$ cat config.mk
export PLATFORM = sky130hd
export DESIGN_NAME = mem_port_arbiter
export DESIGN_NICKNAME = d
export VERILOG_FILES = /design/src/rtl/mem_port_arbiter.sv
export SDC_FILE = /design/constraint.sdc
export NUM_CORES = 1
export LEC_CHECK = 0
export ABC_AREA = 1
export BUFFER_PORTS_ARGS = -buffer_cell sky130_fd_sc_hd__buf_2
export CAP_MARGIN = 15
export CORE_AREA = 2 2 278 280
export DETAILED_ROUTE_END_ITERATION = 12
export DIE_AREA = 0 0 280 282
export GPL_ROUTABILITY_DRIVEN = 0
export GPL_TIMING_DRIVEN = 0
export PLACE_DENSITY = 0.45
export REMOVE_ABC_BUFFERS = 1
export SLEW_MARGIN = 30
export SYNTH_ARGS = -nofsm -noshare
export SYNTH_HDL_FRONTEND = slang
export SYNTH_SLANG_ARGS = --single-unit
$ cat constraint.sdc
create_clock -name clk -period 2.2 [get_ports clk]
set_input_delay 0.44 -clock clk [delete_from_list [all_inputs] [get_ports clk]]
set_output_delay 0.44 -clock clk [all_outputs]
set_load 0.01 [all_outputs]
$ cat src/rtl/mem_port_arbiter.sv
// mem_port_arbiter: shares one fixed-latency memory port between icache fills and dcache fills/writebacks.
// Define MEM_PORT_ARBITER_RR_EN for round-robin tie-breaking; otherwise dcache has fixed priority.
//
// state | meaning
// IDLE  | port free, arbitrate pending requests
// BUSY  | memory transaction in flight, latency counter running
// RESP  | one-cycle ack to the granted requester
module mem_port_arbiter #(
    parameter int MEM_LATENCY = 5
) (
    input  logic           clk,
    input  logic           rst_n,
    input  logic           ic_req,
    input  logic [19:0]    ic_addr,
    output logic           ic_ack,
    output logic [127:0]   ic_line,
    input  logic           dc_req,
    input  logic           dc_we,
    input  logic [19:0]    dc_addr,
    input  logic [127:0]   dc_wdata,
    output logic           dc_ack,
    output logic [127:0]   dc_line,
    output logic           mem_req,
    output logic           mem_we,
    output logic [19:0]    mem_addr,
    output logic [127:0]   mem_wdata,
    input  logic [127:0]   mem_rdata
);

    localparam int CNT_W = (MEM_LATENCY > 1) ? $clog2(MEM_LATENCY) : 1;
    localparam logic [CNT_W-1:0] CNT_LOAD = CNT_W'(MEM_LATENCY - 1);

    typedef enum logic [1:0] {
        IDLE = 2'd0,
        BUSY = 2'd1,
        RESP = 2'd2
    } state_t;

    state_t             state;
    state_t             state_nxt;
    logic [CNT_W-1:0]   cnt;
    logic [19:4]        addr_q;
    logic               we_q;
    logic [127:0]       wdata_q;
    logic [127:0]       line_q;
    logic               gnt_dc_q;
    logic               pick_dc;
    logic               start;
    logic               busy;

`ifdef MEM_PORT_ARBITER_RR_EN
    logic last_dc;

    always_ff @(posedge clk or negedge rst_n) begin
        if (!rst_n) begin
            last_dc <= 1'b0;
        end else if (state == RESP) begin
            last_dc <= gnt_dc_q;
        end
    end

    // On a tie the requester not served last wins.
    always_comb begin
        pick_dc = dc_req && (!ic_req || !last_dc);
    end
`else
    always_comb begin
        pick_dc = dc_req;
    end
`endif

    always_ff @(posedge clk or negedge rst_n) begin
        if (!rst_n) begin
            state <= IDLE;
        end else begin
            state <= state_nxt;
        end
    end

    always_comb begin
        state_nxt = state;
        case (state)
            IDLE:    if (ic_req || dc_req) state_nxt = BUSY;
            BUSY:    if (cnt == '0) state_nxt = RESP;
            RESP:    state_nxt = IDLE;
            default: state_nxt = IDLE;
        endcase
    end

    assign start = (state == IDLE) && (ic_req || dc_req);
    assign busy  = (state == BUSY);

    always_ff @(posedge clk or negedge rst_n) begin
        if (!rst_n) begin
            cnt      <= '0;
            addr_q   <= '0;
            we_q     <= 1'b0;
            wdata_q  <= '0;
            gnt_dc_q <= 1'b0;
            line_q   <= '0;
        end else begin
            if (start) begin
                gnt_dc_q <= pick_dc;
                we_q     <= pick_dc && dc_we;
                addr_q   <= pick_dc ? dc_addr[19:4] : ic_addr[19:4];
                wdata_q  <= (pick_dc && dc_we) ? dc_wdata : '0;
                cnt      <= CNT_LOAD;
            end else if (busy && (cnt != '0)) begin
                cnt <= cnt - 1'b1;
            end
            // Writebacks leave the shared line register untouched.
            if (busy && (cnt == '0) && !we_q) begin
                line_q <= mem_rdata;
            end
        end
    end

    assign mem_req   = busy;
    assign mem_we    = busy && we_q;
    assign mem_addr  = {addr_q, 4'b0000};
    assign mem_wdata = (busy && we_q) ? wdata_q : '0;
    assign ic_ack    = (state == RESP) && !gnt_dc_q;
    assign dc_ack    = (state == RESP) && gnt_dc_q;
    assign ic_line   = line_q;
    assign dc_line   = line_q;

endmodule

==> qor.txt <==
Total power = 28.2 mW
Synth area leaders = dfrtp_1, nand2_1, buf_4
CTS Buffer Depth = 3
Die width = 280 um
Layout Skew = 0.0128 ns
Die area = 0.0790 sq mm
Routed length per instance = 20.2 um
Seq/Total Area, Yosys = 53.2%
EDFF count, synth = 0
Combinational family with the most area after synthesis = simple AND/OR/NAND/NOR gates
Detailed Routing Iterations Pass 1 = 5
Syn_area_per_cell = 8.38 sq um
Area share of fa/ha/maj cells after synthesis = 0.191%
Fin. Hold Viols = 0
Mux cell area share after synthesis = 0%
Initial antenna violation count = 40
Largest fanout on the critical path = 8
Status = finished, violations left
Die height = 282 um
Final min period = 2.33 ns
Skew-Pair Late Insertion Delay = 0.55 ns
Sink Count = 279
Vias in the first global route = 12.5k
FMAX = 429 MHz
Layout cells sized above 1 = 41.4%
Cell chain of the critical path = nor2_4 > nand2_8 > buf_16 > clkbuf_16 > nor2_2 > buf_2
Synthesized area = 0.0131 sq mm
CP Launch Type = register
Starting density of the core = 17.3%
Setup crit start = state[1]
RSZ-0062 raised after global routing = true
Drt total wl = 63.0 mm
Post-synthesis async set-or-reset flop share = 100%
Starting DRT DRC Count = 482
Worst-path clk slew = 0.06 ns
Critical path's largest stage delay = 0.42 ns
Top-area cell type share of the netlist area = 53.2%
Placed cell count = 3017
Residual DRC count = 0
Setup_tns = -6.84 ns
Core area = 0.0757 sq mm
Area Overhead vs Synth = 44.8%
Num CTS Buffers = 36
Aggregate global-route resource usage = 15.3%
Most area-hungry cell type in the Yosys netlist = dfrtp_1
Multi-input gate area = 0.00443 sq mm
Final cell count without fillers = 3124
Rows = 101
DRT antenna net count = 0
CTS tree = built
Synth cell types = 21
Peak VDD IR = 0.515 mV
Hold WC Path Type = in -> reg
Synth Flop Type = dfrtp_1
Final Cycle Share = 106%
Leakage = 9.88 nW
Required @ worst endpoint = 1.76 ns
Worst Slack Setup Final = -0.130 ns
RR Startpoint = state[1]
Root buffer cell = clkbuf_16
Vias = 12.7k
# setup viols final = 103
Synth Instances = 1567
Pwr Density = 1490 mW/mm^2
Simple-Gate Fraction of Synth Area = 25.6%
Worst Path Arrival = 1.89 ns
CP max-delay cell = dfrtp_2
Failing checks = setup timing
Pin count of the biggest net entering global routing = 89
Hold wc startpoint = mem_rdata[80]
DP HPWL = 44.6 mm
Top-count cell post-synth = nand2_1
Most frequent cells after synthesis = nand2_1, dfrtp_1, buf_4
#FFs+latches synth = 279
Max-slew violations = 0
Kind of critical path = reg -> out
CP Capture Type = primary output
Synth Area in XOR/XNOR = 0.0667%
Worst slew margin = 62.2%
Max-cap viol count = 0
Measured slew at the worst slew-check pin = 0.567 ns
# port buffers = 696
# IOs = 709
DR vias/cell = 4.05
First-pass GRT wire length = 88.0 mm
H-tree levels = 2
Grt ovf = 0
Synth Area in Compound Gates = 4.96%
Synth warn = 0
Final net count = 2409
Register Area = 0.00699 sq mm
Fillers = 8364
path summary, 6_finish.rpt:
check,slack (ns),end,depth (start not counted)
setup / recovery,-0.13,mem_wdata[69],6
hold / removal,0.12,dc_line[80],3
setup reg to reg,0.21,wdata_q[10],7
hold reg to reg,0.47,addr_q[13],2
max in group asynchronous,0.50,dc_line[64],4
min in group asynchronous,0.43,wdata_q[69],2
per-layer routing:
layer | GRT usage (%) | vias to the layer above | part of all wire [%]
met5 | 0 | - | 0.083
met4 | 8.16 | 8 | 4.6
met3 | 5.37 | 143 | 8.7
met2 | 25.5 | 548 | 48
met1 | 17.2 | 5935 | 38
li1 | - | 6024 | -
critical path: cells and delay by family, from the launching register on:
family	cells	cell delay (ns)
AND/OR/NAND/NOR	3	0.37
buffers and inverters	3	0.51
flip-flops	1	0.42
final cells by class:
class                      instances  share of cell area, %
sequential                       279                   36.7
tap                              978                   6.44
timing repair buffer             744                   24.4
antenna                           13                  0.171
clock buffer                      52                   5.59
inverter                         142                   2.93
multi-input combinational        902                   23.3
clock inverter                    13                  0.428
timing repair inverter             1                 0.0461
flip-flops by register name, indices dropped and copies added (netlist names):
name,cells
wdata_q,128
state,2
addr_q,16
cnt,3
dc_line,128
gnt_dc_q,1
we_q,1
cell usage in the layout (no fill, tap or decap):
cell type and count:
clkbuf_8 8, diode_2 13, nand3_1 131, nor2_4 22
inv_1 137, nor2_2 46, conb_1 4, inv_8 1
inv_6 3, nand3_2 1, dfrtp_1 276, and3_1 1
dfrtp_2 3, dlygate4sd3_1 1, clkinv_2 8, buf_4 18
buf_2 668, nand2_8 4, nor2_1 64, clkinvlp_4 2
o21ai_0 96, inv_16 1, clkbuf_16 39, clkbuf_1 7
buf_12 4, bufbuf_16 1, ha_1 2, inv_2 3
nor3_1 1, nand2_1 365, o21ai_1 34, buf_16 25
buf_8 4, buf_6 21, nand4_1 129, xor2_1 1
clkinv_4 1, nand3_4 1
power breakdown:
group / total (mW) / internal (mW) / switching [mW]
logic: 13.2 / 4.93 / 8.24
registers: 9.27 / 7.62 / 1.65
clock network: 5.80 / 3.37 / 2.43
total: 28.2 / 15.9 / 12.3
stage by stage:
stage	cell area (sq um)	utilization, %	hold slack [ns]	setup WS [ns]
global placement	16300	21.5	0.459	-8.51
CTS	18700	24.7	0.0662	-0.175
detailed placement	17000	22.4	0.437	-0.961
finish	19000	25.1	0.121	-0.130
floorplan	11600	-	0.144	-3.48
global route	19000	25.1	0.0968	-0.218
logic make-up after synthesis:
group	after synthesis
other	1
xor gates and xnor gates	1
AOI/OAI and AO/OA	130
buffers and inverters	392
and+or+nand+nor	762
DFF	279
adders and majority gates	2
repair_timing:
action | 4_1_cts | 5_1_grt
buffers inserted | 16 | 0
setup endpoints to repair | 311 | 131
resized for setup | 70 | 64
hold endpoints to repair | 62 | 0
cloned | 10 | 2
hold buffers | 1 | 0
pin swaps | 8 | 1
No activity file was read; power rests on OpenSTA's default activity.
